<file path="src/rtl/arith_pkg.sv">
// Shared arithmetic-datapath definitions.
//   DEF_DW / DEF_VW : default dividend (product) and divisor (operand) widths
//   DEF_CW          : bit-counter width for the default dividend width
//   state_t         : sequential divider FSM state encoding
package arith_pkg;

    localparam int DEF_DW = 8;
    localparam int DEF_VW = 4;
    localparam int DEF_CW = $clog2(DEF_DW);

    typedef enum logic [1:0] {
        IDLE = 2'd0,
        RUN  = 2'd1,
        DONE = 2'd2
    } state_t;

endpackage

</file>
<file path="src/rtl/seq_divider_if.sv">
// Start/busy/done handshake bundle for the sequential divider.
//   start, dividend, divisor            : requester -> divider
//   busy, done, quotient, remainder,
//   div_by_zero                         : divider -> requester
// Modport master is the requesting side, slave is the divider.
interface seq_divider_if
    import arith_pkg::*;
#(
    parameter int DW = DEF_DW,
    parameter int VW = DEF_VW
) ();

    logic          start;
    logic [DW-1:0] dividend;
    logic [VW-1:0] divisor;
    logic          busy;
    logic          done;
    logic [DW-1:0] quotient;
    logic [VW-1:0] remainder;
    logic          div_by_zero;

    modport master (
        output start, dividend, divisor,
        input  busy, done, quotient, remainder, div_by_zero
    );

    modport slave (
        input  start, dividend, divisor,
        output busy, done, quotient, remainder, div_by_zero
    );

endinterface

</file>
<file path="src/rtl/seq_divider_step.sv">
// One combinational restoring-division iteration.
//   pr      in  VW  current partial remainder (its top bit is always 0, so
//                   only the low VW bits are carried)
//   bit_in  in  1   next dividend bit, MSB first
//   divisor in  VW  denominator
//   pr_next out VW  partial remainder after this iteration
//   qbit    out 1   quotient bit produced by this iteration
// The compare and subtract share one VW+1-bit ripple-borrow chain: the
// final borrow out is the "t < divisor" decision.
module div_step
    import arith_pkg::*;
#(
    parameter int VW = DEF_VW
) (
    input  logic [VW-1:0] pr,
    input  logic          bit_in,
    input  logic [VW-1:0] divisor,
    output logic [VW-1:0] pr_next,
    output logic          qbit
);

    logic [VW:0]   t;
    logic [VW:0]   d;
    logic [VW+1:0] borrow;
    logic [VW-1:0] diff;

    assign t         = {pr, bit_in};
    assign d         = {1'b0, divisor};
    assign borrow[0] = 1'b0;

    // Full-subtractor borrow chain over all VW+1 bits.
    generate
        for (genvar gi = 0; gi < VW + 1; gi++) begin : g_borrow
            assign borrow[gi+1] = (~t[gi] & d[gi]) | (~(t[gi] ^ d[gi]) & borrow[gi]);
        end
        // The top difference bit is never needed: when t >= divisor the
        // result is below the divisor and therefore fits in VW bits.
        for (genvar gi = 0; gi < VW; gi++) begin : g_diff
            assign diff[gi] = t[gi] ^ d[gi] ^ borrow[gi];
        end
    endgenerate

    // No borrow out of the chain means t >= divisor.
    assign qbit    = ~borrow[VW+1];
    // When qbit=0, t < divisor <= 2**VW-1 so t[VW] is 0 and the low bits suffice.
    assign pr_next = qbit ? diff : t[VW-1:0];

endmodule

</file>
<file path="src/rtl/seq_divider.sv">
// Multi-cycle unsigned restoring divider with a start/busy/done handshake.
//   clk    in   rising-edge clock
//   rst_n  in   synchronous active-low reset
//   bus    slave modport of seq_divider_if:
//          start/dividend/divisor in; busy/done/quotient/remainder/
//          div_by_zero out
// One quotient bit is produced per cycle, MSB first; done pulses DW+1
// cycles after an accepted start (1 cycle for a zero divisor).
module seq_divider
    import arith_pkg::*;
#(
    parameter int DW = DEF_DW,
    parameter int VW = DEF_VW
) (
    input  logic           clk,
    input  logic           rst_n,
    seq_divider_if.slave   bus
);

    localparam int CW = $clog2(DW);

    state_t        state_q, state_d;
    logic [CW-1:0] cnt_q,   cnt_d;
    logic [DW-1:0] dvd_q,   dvd_d;
    logic [VW-1:0] dvs_q,   dvs_d;
    logic [VW-1:0] pr_q,    pr_d;
    logic [DW-1:0] quot_q,  quot_d;
    logic          dbz_q,   dbz_d;

    logic          accept;
    logic          div_zero;
    logic [VW-1:0] step_pr;
    logic          step_qbit;

    // A request is taken whenever no iteration is in flight, which
    // includes the DONE cycle so operations can run back to back.
    assign accept   = bus.start && (state_q != RUN);
    assign div_zero = (bus.divisor == '0);

    div_step #(.VW(VW)) u_step (
        .pr      (pr_q),
        .bit_in  (dvd_q[DW-1]),
        .divisor (dvs_q),
        .pr_next (step_pr),
        .qbit    (step_qbit)
    );

    // State register and datapath flops.
    always_ff @(posedge clk) begin
        if (!rst_n) begin
            state_q <= IDLE;
            cnt_q   <= '0;
            dvd_q   <= '0;
            dvs_q   <= '0;
            pr_q    <= '0;
            quot_q  <= '0;
            dbz_q   <= 1'b0;
        end else begin
            state_q <= state_d;
            cnt_q   <= cnt_d;
            dvd_q   <= dvd_d;
            dvs_q   <= dvs_d;
            pr_q    <= pr_d;
            quot_q  <= quot_d;
            dbz_q   <= dbz_d;
        end
    end

    // Next-state logic.
    always_comb begin
        state_d = state_q;
        case (state_q)
            IDLE, DONE: begin
                if (accept) begin
                    state_d = div_zero ? DONE : RUN;
                end else begin
                    state_d = IDLE;
                end
            end
            RUN: begin
                if (cnt_q == '0) begin
                    state_d = DONE;
                end
            end
            default: state_d = IDLE;
        endcase
    end

    // Datapath next values: load on accept, iterate while running.
    always_comb begin
        cnt_d  = cnt_q;
        dvd_d  = dvd_q;
        dvs_d  = dvs_q;
        pr_d   = pr_q;
        quot_d = quot_q;
        dbz_d  = dbz_q;
        if (accept) begin
            cnt_d = CW'(DW - 1);
            dvd_d = bus.dividend;
            dvs_d = bus.divisor;
            dbz_d = div_zero;
            if (div_zero) begin
                // Zero divisor: saturated quotient, low dividend bits as remainder.
                quot_d = '1;
                pr_d   = bus.dividend[VW-1:0];
            end else begin
                quot_d = '0;
                pr_d   = '0;
            end
        end else if (state_q == RUN) begin
            cnt_d  = cnt_q - 1'b1;
            dvd_d  = {dvd_q[DW-2:0], 1'b0};
            pr_d   = step_pr;
            quot_d = {quot_q[DW-2:0], step_qbit};
        end
    end

    // Output logic.
    always_comb begin
        bus.busy        = (state_q == RUN);
        bus.done        = (state_q == DONE);
        bus.quotient    = quot_q;
        bus.remainder   = pr_q;
        bus.div_by_zero = dbz_q;
    end

endmodule

</file>
<file path="src/flat_wrapper.sv">
// flat-port wrapper written by rule: the top's interface ports become plain ports
module seq_divider_flat import arith_pkg::*;
#(
    parameter int DW = DEF_DW,
    parameter int VW = DEF_VW
)
  (clk, rst_n, bus_start, bus_dividend, bus_divisor, bus_busy, bus_done, bus_quotient, bus_remainder, bus_div_by_zero);
  seq_divider_if #(.DW(DW), .VW(VW)) bus_i ();
  input  logic clk;
  input  logic rst_n;
  input wire logic [$bits(bus_i.start)-1:0] bus_start;
  input wire logic [$bits(bus_i.dividend)-1:0] bus_dividend;
  input wire logic [$bits(bus_i.divisor)-1:0] bus_divisor;
  output wire logic [$bits(bus_i.busy)-1:0] bus_busy;
  output wire logic [$bits(bus_i.done)-1:0] bus_done;
  output wire logic [$bits(bus_i.quotient)-1:0] bus_quotient;
  output wire logic [$bits(bus_i.remainder)-1:0] bus_remainder;
  output wire logic [$bits(bus_i.div_by_zero)-1:0] bus_div_by_zero;
  assign bus_i.start = bus_start;
  assign bus_i.dividend = bus_dividend;
  assign bus_i.divisor = bus_divisor;
  assign bus_busy = bus_i.busy;
  assign bus_done = bus_i.done;
  assign bus_quotient = bus_i.quotient;
  assign bus_remainder = bus_i.remainder;
  assign bus_div_by_zero = bus_i.div_by_zero;
  seq_divider #(.DW(DW), .VW(VW)) u_core (.clk(clk), .rst_n(rst_n), .bus(bus_i));
endmodule
</file>
<file path="config.mk">
export PLATFORM = sky130hd
export DESIGN_NAME = seq_divider_flat
export DESIGN_NICKNAME = d
export VERILOG_FILES = /design/src/rtl/arith_pkg.sv /design/src/rtl/seq_divider_if.sv /design/src/rtl/seq_divider_step.sv /design/src/rtl/seq_divider.sv /design/src/flat_wrapper.sv
export SDC_FILE = /design/constraint.sdc
export NUM_CORES = 1
export LEC_CHECK = 0
export ABC_AREA = 1
export BUFFER_PORTS_ARGS = -buffer_cell sky130_fd_sc_hd__buf_2
export CAP_MARGIN = 15
export CORE_AREA = 2 2 57 59
export DETAILED_ROUTE_END_ITERATION = 6
export DIE_AREA = 0 0 59 61
export GPL_ROUTABILITY_DRIVEN = 0
export HOLD_SLACK_MARGIN = 0.02
export PLACE_DENSITY = 0.77
export SLEW_MARGIN = 25
export SYNTH_ARGS = -nofsm -noshare
export SYNTH_HDL_FRONTEND = slang
export SYNTH_HIERARCHICAL = 1
export SYNTH_SLANG_ARGS = --single-unit
export TNS_END_PERCENT = 5
</file>
<file path="constraint.sdc">
create_clock -name clk -period 6.5 [get_ports clk]
set_input_delay 0.65 -clock clk [delete_from_list [all_inputs] [get_ports clk]]
set_output_delay 0.65 -clock clk [all_outputs]
set_load 0.01 [all_outputs]
</file>
### Word level (Yosys, flattened, before mapping)

Index checks and enable logic that the tools add are counted.

* bits in registers: 30
* bits in latches: 0
* memory bits (writable): 0
* memory bits (read-only): 0
* input bits: 15
* output and inout port bits: 15
* logic and storage cells: 60
* memories kept: 0

* add/sub/neg operators: 1
* $mul: 0
* div/mod/pow operators: 0
* $lt $le $gt $ge: 0
* eq/ne operators: 4
* shift operators: 0
* mux-type cells: 15
* bitwise logic cells: 27
* reduce and logical (&&, ||, !) cells: 6

Operators by type and width (count)
* $mux 8: 5
* $mux 4: 4
* $not 1->1: 9
* $and 1x1->1: 8
* $xor 1x1->1: 7
* $mux 2: 3
* $mux 3: 2
* $logic_not 4->1: 1
* $ne 2x1->1 const B: 2
* $pmux 2 s2: 1
* $logic_not 3->1: 1
* $or 1x1->1: 3
* $sub 3x1->3 const B: 1
* $eq 2x1->1 const B: 1
* $eq 2x2->1 const B: 1
* $logic_not 2->1: 1
* $reduce_bool 2->1: 1
* $reduce_or 2->1: 1
* $logic_and 1x1->1: 1

### Longest topological paths before layout

Gate-level depths: netlist of the first run.

* depth after elaboration: 12
* gate-level depth with buffers: 11
* depth with buffers taken out: 11

### By module

Netlist of the first run, hierarchy kept.

By module, submodules not included
* seq_divider: times used 1, cells each 197, area each 1411.4 um2, seq. area each 600.6 um2
* div_step: times used 1, cells each 26, area each 162.7 um2, seq. area each 0.0 um2

### Worst setup path before layout of the first run

No wires, ideal clock.

* path kind: flip-flop to flip-flop
* start point: reg u_core.dvd_q[7]
* end point: reg u_core.pr_q[3] (netlist: u_core/bus.remainder[3])
* setup time: 0.111 ns
* arrival time: 2.289 ns
* required time: 6.389 ns
* path slack: 4.099 ns
* stages on the path, launching flop included: 12
* path buffers: 0
* period minus slack after synthesis: 2.401 ns
* cell sequence: dfxtp_1 inv_1 ha_1 fa_1 fa_1 fa_1 inv_1 nand2_1 nand2_1 or2_2 nand3_1 nor2_1

* longest elaborated chain between the ends: 12
* elaborated cells between the ends (all ways): 13
* those cells by class: mux (3); bitwise (10)

RTL lines
* from (decl): line seq_divider.sv:24 `logic [DW-1:0] dvd_q, dvd_d;`
* from (signal assigned): line seq_divider.sv:61 `dvd_q <= dvd_d;`
* $not 1->1 *: line seq_divider_step.sv:34 `assign borrow[gi+1] = (~t[gi] & d[gi]) | (~(t[gi] ^ d[gi]) & borrow[gi]);`
* $and 1x1->1 * (2 in a row): line seq_divider_step.sv:34
* $or 1x1->1 *: line seq_divider_step.sv:34
* $and 1x1->1 *: line seq_divider_step.sv:34
* $or 1x1->1 *: line seq_divider_step.sv:34
* $and 1x1->1: line seq_divider_step.sv:34
* $or 1x1->1: line seq_divider_step.sv:34
* $and 1x1->1: line seq_divider_step.sv:34
* $mux 4 *: line seq_divider_step.sv:46 `assign pr_next = qbit ? diff : t[VW-1:0];`
* net u_core.step_pr[3]: line seq_divider.sv:32 `logic [VW-1:0] step_pr;`
* $mux 4 *: line seq_divider.sv:110 `end else if (state_q == RUN) begin`
* $mux 4 *: line seq_divider.sv:97 `if (accept) begin`
* to (signal assigned): line seq_divider.sv:63 `pr_q <= pr_d;`
* to (decl): line seq_divider.sv:26 `logic [VW-1:0] pr_q, pr_d;`

Mark *: on every way through the listed nets, which the timed path passes. The rest lies on a longest branch. The select of a mux whose other input is x is not followed.
A chain may end at the register's enable or synchronous reset.

### Final worst setup path of the first run

Ends and elaborated chain as after synthesis.

==> results of run 1 <==
## worst min-delay path: stages (launching register included)
cell and delay (ps):
dfxtp_1 320, nand2_1 60, a21oi_1 50
## power groups by stage
stage | Sequential, W | Clock [W] | Combinational (W)
after floorplan | 0.000218 | 0 | 0.0000789
after global placement | 0.000216 | 0 | 0.000102
after detailed placement | 0.000216 | 0 | 0.000103
after CTS | 0.000212 | 0.000121 | 0.000104
after global routing | 0.000214 | 0.000126 | 0.000121
final | 0.000212 | 0.000115 | 0.000104
## through the flow
| stage | area (um2) | hold WS, ps | total power, W | util, % |
|---|---|---|---|---|
| after floorplan | 1574 | 437.8 | 0.0002967 | - |
| after global placement | 1695 | 454.2 | 0.0003182 | 57.42 |
| after detailed placement | 1695 | 457.3 | 0.0003195 | 57.42 |
| after CTS | 1755 | 472.3 | 0.0004371 | 59.45 |
| after global routing | 1755 | 487.7 | 0.0004620 | 59.45 |
| final | 1755 | 471.5 | 0.0004315 | 59.45 |
## state kept, by name, indices dropped and copies added (netlist names)
name                    count
u_core/bus.quotient         8
u_core/dvd_q                8
u_core/bus.div_by_zero      1
u_core/state_q              2
u_core/cnt_q                3
u_core/dvs_q                4
u_core/bus.remainder        4
## cell usage in the layout (no fill, tap or decap), types with 2 or more instances in the layout
cell       n
nor2_1    14
o21ai_1   12
fa_1       3
clkbuf_4   5
nand2_2    5
inv_1     31
dfxtp_1   30
inv_2      8
nand2_1   49
o21ai_0   10
ha_1       3
nand3_1   26
or2_2      2
a21oi_1   15
buf_2     29
## path summary, 6_finish.rpt
kind                                      start                      end  slack, ps  cells past startpoint
worst max-delay path            u_core/dvd_q[7]  u_core/bus.remainder[3]       3990                     10
worst min-delay path            u_core/dvd_q[0]          u_core/dvd_q[0]        470                      2
worst max register to register  u_core/dvd_q[7]  u_core/bus.remainder[3]       3990                     10
worst min register to register  u_core/dvd_q[0]          u_core/dvd_q[0]        470                      2
## final cells by class
cell class              instances  area [um2]
clock buffers                   7       55.05
multi-input cells             145       762.0
flip-flops and latches         30       600.6
fillers                       286        1197
clock inverters                 1       5.005
repair buffers                 29       145.1
well taps                      33       41.29
inverters                      39       146.4
## metal layers
layer  track usage (%)  vias up  wire [um]
met5                 0        -          0
met1             25.79      642       1530
met2             33.65       44       1480
met3             6.397        2        210
li1                  -      749          -
met4             9.091        0         27
## cell families (layout without fill, tap and decap cells)
family          after synthesis  after routing
simple gates                100            100
fa+ha+maj                     6              6
flops                        30             30
compound gates               39             39
buf+inv                      48             76
==> metrics.md, run 1 <==
| Metric | Value |
|---|---|
| CTS clk-pin slew, worst paths | `90 ps` |
| Drt drc | `0` |
| Cell variety after synth | `23` |
| Dominant cell type by area after synthesis | `dfxtp_1` |
| Drt wl/cell | `11.44 um` |
| Setup Fix Bufs, Post-CTS | `0` |
| Post-route insts no fill | `284` |
| Post-Route WL | `3.248 mm` |
| PostCTS Resize Cnt | `0` |
| RSZ-0062 raised after global routing | `false` |
| Adder-Cell Fraction of Synth Area | `6.200%` |
| Complex-gate fraction of the synthesized area | `13.35%` |
| Die height | `61 um` |
| Most used cell, CP | `fa_1` |
| Die Footprint | `0.003599 mm2` |
| Fmax | `0.3979 GHz` |
| Layout area overhead | `11.53%` |
| Cell Chain, Critical Path | `inv_1 -> ha_1 -> fa_1 -> fa_1 -> fa_1 -> nand3_1 -> nand2_1 -> or2_2 -> nand3_1 -> nor2_1` |
| Global route total overflow | `0` |
| Max_slew headroom | `68.93%` |
| Drt first-iter violations | `66` |
| CP arrival | `2740 ps` |
| Total GRT Usage | `20.83%` |
| H-tree Lvls | `2` |
| Xor and xnor fraction of the mapped netlist area | `0%` |
| Initial core utilization | `53.31%` |
| Outcome | `finished, final reports clean` |
| Sequential area share after synthesis | `38.16%` |
| Crit-path max cell delay | `450 ps` |
| Post-Synth Simple-Gate Area | `28.86%` |
| Skew-Pair Late Insertion Delay | `320 ps` |
| Antenna Nets Post-Route | `0` |
| Maximum vdd drop | `0.1449 mV` |
| Top_reg_cell synth | `dfxtp_1` |
| Clk buf depth | `2` |
| Root Driver | `clkbuf_4` |
| CP delay by family, top | `adder cells` |
| TNS Setup | `0 ps` |
| Buffers on Ports | `29` |
| Hold bufs inserted after CTS | `0` |
| TritonRoute pass-1 iters | `4` |
| Post-layout nets | `271` |
| Final cycle utilization of the critical path | `38.66%` |
| Min Tclk post-route | `2513 ps` |
| Post-synthesis mux area share | `0%` |
| # setup viols final | `0` |
| Commonest cells in the netlist | `49 x nand2_1, 31 x inv_1, 30 x dfxtp_1` |
| CTS tree | `yes` |
| Yosys warns | `6` |
| Comb power frac | `24.1%` |
| Sequential share of power | `49.1%` |
| Final-report hold violation count | `0` |
| Hold WC Path Type | `reg2reg` |
| Number of synthesized flops with an enable pin | `0` |
| Antenna Cells | `0` |
| Max_cap viols | `0` |
| Synth top area cells | `dfxtp_1 38%, nand2_1 12%, nand3_1 8.3%` |
| CP max-delay cell | `fa_1` |
| P_leak | `0.9305 nW` |
| Crit path kind | `reg2reg` |
| NetSw | `0.0001393 W` |
| Async SR Flop Fraction | `0%` |
| Pwr dens | `245.8 mW/mm2` |
| Row count | `20` |
| Crit end category | `flip-flop` |
| Layout cells sized above 1 | `22.31%` |
| First-pass GRT wire length | `5.554 mm` |
| Mapped Nets | `244` |
| Synth Instances | `223` |
| CORE AREA | `0.002953 mm2` |
| # placed instances | `276` |
| Total number of vias | `1437` |
| Detailed placement HPWL | `2.210 mm` |
| Worst-margin pin slew | `466.1 ps` |
| CTS Sinks | `30` |
| Pin count of the biggest net entering global routing | `29` |
| Count leader, synth | `nand2_1` |
| Yosys reg bits | `30` |
| Critical path peak fanout | `5` |
| Syn_area_per_cell | `7.058 um2` |
| Post-Place Worst Slack | `4004 ps` |
| Slew Limit Fails | `0` |
| Layout Skew | `3.404 ps` |
| Cts bufs inserted | `5` |
| Startpoint Class | `flip-flop` |
| Num ports | `30` |
| Buf/Inv on CP | `1` |
| Pint | `0.0002921 W` |
| Antenna violations before repair | `0` |
| Number of global-route vias before repair | `1257` |
| Critical Path RT | `6730 ps` |
| Clock power frac | `26.7%` |
| Switching share of power | `32.29%` |
| Final WS setup | `3987 ps` |
| Largest family of logic cells by synthesized area | `simple AND/OR/NAND/NOR gates` |
| Die width | `59 um` |
| Vias/cell | `5.060` |
| Synthesized cell area | `0.001574 mm2` |
| Top cell type's share of synthesized area | `38.16%` |
Note: power is estimated with default switching activity, not from simulation.
==> run 2, diff against run 1 <==
ABC_AREA = 0   (was 1)
CORE_AREA = 2 2 55 57   (was 2 2 57 59)
DIE_AREA = 0 0 57 59   (was 0 0 59 61)
PLACE_DENSITY = 0.76   (was 0.77)
clock period = 2.4 ns   (was 6.5 ns; I/O delays follow)
==> run 2 against run 1 <==
First-iteration DRC count shrank 17%. Clock power is 140% higher. Largest cell class unchanged. Routed wire length fell by 4.2%. Combinational power is 130% higher.
==> metrics.md, run 2 <==
| Metric | Value |
|---|---|
| Outcome | `finished, final reports clean` |
| Die height | `59 um (-3.3%)` |
| Die width | `57 um (-3.4%)` |
| Layout cells sized above 1 | `24.73% (+2.4 points)` |
| TNS Setup | `0 ps (unchanged)` |
| Dominant cell type by area after synthesis | `dfxtp_1` |
| Layout area overhead | `12.44%` |
| Clk buf depth | `2 (unchanged)` |
| Cell Chain, Critical Path | `inv_1 -> ha_1 -> fa_2 -> fa_2 -> fa_2 -> nand2b_4 -> mux2i_1 -> o21ai_0 -> a21oi_1` |
| Commonest cells in the netlist | `30 x dfxtp_1, 29 x a21oi_1, 17 x o21ai_0` |
| Row count | `19 (-5.0%)` |
| CTS tree | `yes` |
| Die Footprint | `0.003363 mm2 (-6.6%)` |
| RSZ-0062 raised after global routing | `false` |
| Top_reg_cell synth | `dfxtp_1` |
| Skew-Pair Late Insertion Delay | `330 ps (about the same)` |
| Synth Instances | `157 (-30%)` |
| CP delay by family, top | `adder cells` |
| Max_slew headroom | `60.30% (-8.6 points)` |
| Worst hold path startpoint | `bus_divisor[2]` |
| Fmax | `0.4341 GHz (+9.1%)` |
| Max_cap viols | `0 (unchanged)` |
| Worst-margin pin slew | `591.1 ps (+125.0 ps)` |
| Buffers on Ports | `29 (unchanged)` |
| Crit path depth | `9 (-1)` |
| RR Endpoint | `u_core/bus.remainder[2]` |
| CTS Sinks | `30 (unchanged)` |
| Post-Route WL | `3.110 mm (-4.2%)` |
| RR Startpoint | `u_core/dvd_q[7]` |
| Post-layout util | `58.82% (-0.63 points)` |
| Global route total overflow | `0 (unchanged)` |
| Pwr dens | `680.0 mW/mm2 (+180%)` |
| Crit path kind | `reg2reg` |
| Total number of vias | `1221 (-15%)` |
| Critical Path Start | `u_core/dvd_q[7]` |
| Initial core utilization | `52.31% (-1.0 points)` |
| Yosys warns | `6 (unchanged)` |
| Number of synthesized flops with an enable pin | `0 (unchanged)` |
| Most used cell, CP | `fa_2` |
| Post-layout nets | `203 (-25%)` |
| Yosys reg bits | `30 (unchanged)` |
| CTS clk-pin slew, worst paths | `80 ps (about the same)` |
| Vias/cell | `5.732 (+13%)` |
| CP max-delay cell | `fa_2` |
| Top cell type's share of synthesized area | `42.37% (+4.2 points)` |
| Drt drc | `0 (unchanged)` |
| Most common cell after layout, fill and taps aside | `dfxtp_1` |
| Number of global-route vias before repair | `1120 (-11%)` |
| Flop2flop setup slack | `100 ps (-3890 ps)` |
| First-pass GRT wire length | `5.195 mm (-6.5%)` |
| Antenna violations before repair | `0 (unchanged)` |
| Critical path peak fanout | `5 (unchanged)` |
| Antenna Nets Post-Route | `0 (unchanged)` |
| Worst setup path endpoint | `u_core/bus.remainder[2]` |
| Num ports | `30 (unchanged)` |
| Crit end category | `flip-flop` |
| Sequential area share after synthesis | `42.37% (+4.2 points)` |
| Buf/Inv on CP | `1 (unchanged)` |
| Synthesized cell area | `0.001418 mm2 (-9.9%)` |
| Pin count of the biggest net entering global routing | `33 (+14%)` |
| Cell variety after synth | `26 (+13%)` |
| Detailed placement HPWL | `2.085 mm (-5.7%)` |
| Synth top area cells | `dfxtp_1 42%, a21oi_1 10%, mux2i_1 8.5%` |
| P_leak | `0.6946 nW (-25%)` |
| Total GRT Usage | `20.64% (-0.19 points)` |
| Maximum vdd drop | `0.5449 mV (+280%)` |
| Setup Fix Bufs, Post-CTS | `0 (unchanged)` |
| Min Tclk post-route | `2304 ps (-209.4 ps)` |
| Final-report hold violation count | `0 (unchanged)` |
| Antenna Cells | `0 (unchanged)` |
| CP arrival | `2570 ps (-170 ps)` |
| CORE AREA | `0.002710 mm2 (-8.2%)` |
| Syn_area_per_cell | `9.029 um2 (+28%)` |
| Hold WC Path Type | `in2reg` |
| Mapped Nets | `178 (-27%)` |
| Startpoint Class | `flip-flop` |
| Drt first-iter violations | `55 (-17%)` |
| Cts bufs inserted | `5 (unchanged)` |
| TritonRoute pass-1 iters | `4 (unchanged)` |
| Root Driver | `clkbuf_4` |
| Slew Limit Fails | `0 (unchanged)` |
| H-tree Lvls | `2 (unchanged)` |
| Critical Path RT | `2670 ps (-4060 ps)` |
| Drt wl/cell | `14.60 um (+28%)` |
| Count leader, synth | `dfxtp_1` |
| Final cycle utilization of the critical path | `95.99% (+57 points)` |
| Async SR Flop Fraction | `0% (unchanged)` |
| Crit-path max cell delay | `360 ps (-90 ps)` |
| Layout Skew | `3.668 ps (+0.2637 ps)` |
| # setup viols final | `0 (unchanged)` |
| Commonest cells after routing, fill and taps aside | `30 x dfxtp_1, 29 x buf_2, 29 x a21oi_1` |
| Reg2Reg Depth | `9 (-1)` |
## run 2: metal layers
metal | part of all wire (%) | routed length (um) | up-vias | track usage, %
li1 | - | - | 600 | -
met1 | 44 | 1379 | 577 | 25.66
met2 | 48 | 1497 | 39 | 33.66
met3 | 6.6 | 205 | 5 | 6.550
met4 | 0.90 | 28 | 0 | 7.973
met5 | 0 | 0 | - | 0
## run 2: stage by stage
step	worst slack, ps	hold WS [ps]	power [W]	area (um2)	instances
2_1_floorplan	91.44	378.4	0.0007610	1418	157
3_3_place_gp	104.5	456.8	0.0008025	1541	206
3_5_place_dp	-8.672	468.7	0.0008191	1541	206
4_1_cts	4.441	180.4	0.001090	1589	213
5_1_grt	12.92	190.3	0.001152	1594	213
6_report	96.26	187.3	0.001084	1594	213
## run 2: final cells by class
cell class	count	area (um2)
Timing Repair Buffer	31	160.2
Fill cell	258	1116
Tap cell	31	38.79
Inverter	11	41.29
Sequential cell	30	600.6
Clock buffer	7	45.04
Multi-Input combinational cell	103	708.2
## run 2: logic make-up after synthesis
| logic type | count (synthesis) | share of synthesized area (%) |
|---|---|---|
| AOI/OAI and AO/OA | 58 | 22.95 |
| DFF | 30 | 42.37 |
| and+or+nand+nor | 27 | 11.12 |
| buffers and inverters | 24 | 8.207 |
| muxes | 12 | 8.473 |
| adders and majority gates | 6 | 6.885 |
## run 2: worst min path at each step
stage	end	slack [ps]	cells past startpoint
floorplan	u_core/bus.quotient[0]	380	2
global placement	u_core/cnt_q[0]	460	1
detailed placement	u_core/bus.div_by_zero	470	2
CTS	u_core/dvs_q[2]	180	3
global route	u_core/dvs_q[2]	190	3
finish	u_core/dvs_q[2]	190	3
## run 2: report_power, final
part / switching (W) / internal [W]
logic: 0.000141 / 0.000103
registers: 0.0000268 / 0.000543
clock network: 0.000160 / 0.000110
## run 2: what timing repair did
item / 4_1_cts / 5_1_grt
setup endpoints to repair: 3 / 4
resized for setup: 1 / 2
hold buffers: 0 / 0
## run 2: worst min-delay path: stages
cell,delay [ps]
buf_2,120
nand3_1,60
a21oi_1,50
==> run 3, diff against run 2 <==
BUFFER_PORTS_ARGS = unset   (was -buffer_cell sky130_fd_sc_hd__buf_2)
CELL_PAD_IN_SITES_DETAIL_PLACEMENT = 0   (was unset)
CELL_PAD_IN_SITES_GLOBAL_PLACEMENT = 1   (was unset)
CORE_AREA = 2 2 59 61   (was 2 2 55 57)
DIE_AREA = 0 0 61 63   (was 0 0 57 59)
DONT_BUFFER_PORTS = 1   (was unset)
PLACE_DENSITY = unset   (was 0.76)
PLACE_DENSITY_LB_ADDON = 0.1   (was unset)
SYNTH_HIERARCHICAL = unset   (was 1)
==> run 3 against run 2 <==
Design area decreased by 1.5%. Clock-buffer cell count unchanged. Clock power increased by 15%. Cell count decreased by 4.7%. Setup slack got worse by 32 ps. Clock skew increased by 2.4 ps. Via count decreased by 12%. Synthesized cell count decreased by 2.5%. Combinational power decreased by 7%.
==> metrics.md, run 3 <==
| Metric | Value |
|---|---|
| Outcome | `finished, final reports clean` |
| Antenna Cells | `0 (unchanged)` |
| Crit end category | `flip-flop` |
| Clk buf depth | `2 (unchanged)` |
| Crit path kind | `reg2reg` |
| Adder-Cell Fraction of Synth Area | `6.860% (-0.024 points)` |
| Dominant cell type by area after synthesis | `dfxtp_1` |
| Sequential area share after synthesis | `42.22% (-0.15 points)` |
| TritonRoute pass-1 iters | `4 (unchanged)` |
| First-pass GRT wire length | `5.050 mm (-2.8%)` |
| Drt drc | `0 (unchanged)` |
| H-tree Lvls | `2 (unchanged)` |
| Post-route insts no fill | `203 (-4.7%)` |
| Top cell type's share of synthesized area | `42.22% (-0.15 points)` |
| RSZ-0062 raised after global routing | `true` |
| Synth top area cells | `dfxtp_1 42%, a21oi_1 9.9%, o21ai_0 5.6%` |
| Synthesized cell area | `0.001423 mm2 (+0.35%)` |
| Post-layout nets | `177 (-13%)` |
| Synth Instances | `153 (-2.5%)` |
| Hold WC Path Type | `in2reg` |
| Post-synthesis mux area share | `8.883% (+0.41 points)` |
| Mapped Nets | `174 (-2.2%)` |
| Most used cell, CP | `fa_2` |
| Detailed placement HPWL | `2.092 mm (+0.35%)` |
| Antenna Nets Post-Route | `0 (unchanged)` |
| Switching share of power | `28.68% (-1.6 points)` |
| Final cycle utilization of the critical path | `97.32% (+1.3 points)` |
| Met2 Routed Length | `1.307 mm (-13%)` |
| Die Footprint | `0.003843 mm2 (+14%)` |
| CTS Sinks | `30 (unchanged)` |
| Total number of vias | `1077 (-12%)` |
| CTS clk-pin slew, worst paths | `90 ps (about the same)` |
| Buffers on Ports | `0 (-100%)` |
| Largest family of logic cells by synthesized area | `compound AO/OA/AOI/OAI gates` |
| NetSw | `0.0003208 W (-2.3%)` |
| Final-report hold violation count | `0 (unchanged)` |
| Area after DPL | `0.001466 mm2 (-4.9%)` |
| Complex-gate fraction of the synthesized area | `25.95% (+3.0 points)` |
| Layout area overhead | `10.38%` |
| Pwr dens | `712.2 mW/mm2 (+4.7%)` |
| Number of global-route vias before repair | `1020 (-8.9%)` |
| Max_slew headroom | `62.57% (+2.3 points)` |
| Post-Place Worst Slack | `-169.5 ps (-160.9 ps)` |
| Die height | `63 um (+6.8%)` |
| Comb power frac | `20.2% (-2.3 points)` |
| Initial core utilization | `44.02% (-8.3 points)` |
| Crit-path max cell delay | `360 ps (about the same)` |
| Layout cells sized above 1 | `20.38% (-4.3 points)` |
| Number of synthesized flops with an enable pin | `0 (unchanged)` |
| Yosys reg bits | `30 (unchanged)` |
| Met3 WL | `198 um (-3.4%)` |
| Cell variety after synth | `27 (+3.8%)` |
| Commonest cells in the netlist | `30 x dfxtp_1, 28 x a21oi_1, 16 x o21ai_0` |
| Startpoint Class | `flip-flop` |
| # setup viols final | `0 (unchanged)` |
| Row count | `21 (+2)` |
| CORE AREA | `0.003232 mm2 (+19%)` |
| Xor and xnor fraction of the mapped netlist area | `0% (unchanged)` |
| Total GRT Usage | `17.79% (-2.8 points)` |
| CTS tree | `yes` |
| Fmax | `0.4281 GHz (-1.4%)` |
| Layout Skew | `6.068 ps (+2.401 ps)` |
| Drt first-iter violations | `63 (+15%)` |
| CP arrival | `2570 ps (about the same)` |
| Post-Synth Simple-Gate Area | `9.323% (-1.8 points)` |
| Critical Path RT | `2640 ps (-30 ps)` |
| Vias/cell | `5.305 (-7.4%)` |
| Global route total overflow | `0 (unchanged)` |
| Syn_area_per_cell | `9.298 um2 (+3.0%)` |
| Post-layout util | `48.59% (-10 points)` |
| Final WS setup | `64.36 ps (-31.90 ps)` |
| Yosys warns | `0 (-6)` |
| Clock power frac | `27.9% (+2.9 points)` |
| Count leader, synth | `dfxtp_1` |
| Most common cell after layout, fill and taps aside | `dfxtp_1` |
| Antenna violations before repair | `0 (unchanged)` |
| # placed instances | `193 (-6.3%)` |
| Routed met1 length | `1.442 mm (+4.6%)` |
| Top_reg_cell synth | `dfxtp_1` |
| Min Tclk post-route | `2336 ps (+31.90 ps)` |
| Pwr Total | `0.001118 W (+3.2%)` |
| Slew Limit Fails | `0 (unchanged)` |
| Cell Chain, Critical Path | `inv_2 -> ha_2 -> fa_2 -> fa_2 -> fa_2 -> nand2b_4 -> mux2_2 -> a221oi_2` |
| Root Driver | `clkbuf_4` |
| Max_cap viols | `0 (unchanged)` |
| Die width | `61 um (+7.0%)` |
| Flop2flop setup slack | `60 ps (-30 ps)` |
| Drt wl/cell | `14.76 um (+1.1%)` |
| Num ports | `30 (unchanged)` |
| Async SR Flop Fraction | `0% (unchanged)` |
| Pin count of the biggest net entering global routing | `29 (-12%)` |
| Post-Route WL | `2.997 mm (-3.6%)` |
| Critical path peak fanout | `5 (unchanged)` |
| Skew-Pair Late Insertion Delay | `330 ps (about the same)` |
| CP max-delay cell | `fa_2` |
| Maximum vdd drop | `0.4351 mV (-20%)` |
| Worst-margin pin slew | `557.9 ps (-33.15 ps)` |
| Fin area | `0.001570 mm2 (-1.5%)` |
| Cts bufs inserted | `5 (unchanged)` |
| Commonest cells after routing, fill and taps aside | `29 x dfxtp_1, 28 x a21oi_1, 16 x o21ai_0` |
| Sequential share of power | `51.9% (-0.6 points)` |
| P_leak | `0.5836 nW (-16%)` |
| Pint | `0.0007976 W (+5.6%)` |
| Top Layer Used | `met4` |
run 3: cell families (layout without fill, tap and decap cells):
kind of cell    count (synthesis)  in the layout
compound gates                 59             59
flops                          30             30
simple gates                   24             24
buf+inv                        22             26
mux                            12             12
fa+ha+maj                       6              6
run 3: power by group through the flow:
stage | Combinational [W] | Sequential [W] | Clock (W)
floorplan | 0.000172 | 0.000584 | 0
global placement | 0.000200 | 0.000590 | 0
detailed placement | 0.000204 | 0.000591 | 0
CTS | 0.000213 | 0.000580 | 0.000323
global route | 0.000258 | 0.000586 | 0.000350
finish | 0.000226 | 0.000580 | 0.000312
run 3: area by class of cell:
type                    count  area (um2)
fillers                   339        1662
flip-flops and latches     30       601.8
clock inverters             1       5.005
multi-input cells         101       750.7
inverters                  10       37.54
well taps                  46       57.56
clock buffers               7       55.05
repair buffers              8       62.56
run 3: critical path: cells and delay by family (launching register included):
| family | cells | cell delay, ps |
|---|---|---|
| buf+inv | 1 | 30 |
| compound gates | 1 | 200 |
| simple gates | 1 | 120 |
| fa+ha+maj | 4 | 1220 |
| mux | 1 | 350 |
| flops | 1 | 330 |
run 3: per-stage QoR:
| step | hold slack [ps] | setup TNS (ps) |
|---|---|---|
| floorplan | 378.4 | -75.54 |
| global placement | 381.2 | -402.8 |
| detailed placement | 382.7 | -650.0 |
| CTS | 29.16 | 0 |
| global route | 23.57 | -32.92 |
| finish | 43.38 | 0 |
run 3: what timing repair did:
item / CTS / global route
hold buffers: 0 / 1
resized for setup: 4 / 5
gates cloned: 0 / 0
hold endpoints to repair: 0 / 1
buffers inserted: 0 / 1
endpoints found under the setup margin: 4 / 4
run 3: worst paths after layout:
path                                       from                       to  depth (start not counted)
worst min register to register  u_core.cnt_q[0]          u_core.cnt_q[0]                          1
worst min-delay path                      rst_n   u_core.bus.quotient[1]                          2
worst max-delay path            u_core.dvd_q[7]  u_core.bus.remainder[3]                          8
worst max register to register  u_core.dvd_q[7]  u_core.bus.remainder[3]                          8
run 3: per-layer routing:
layer	GRT usage (%)	up-vias
met1	25.58	493
met5	0	-
met4	5.707	0
li1	-	554
met3	8.489	6
met2	23.25	24
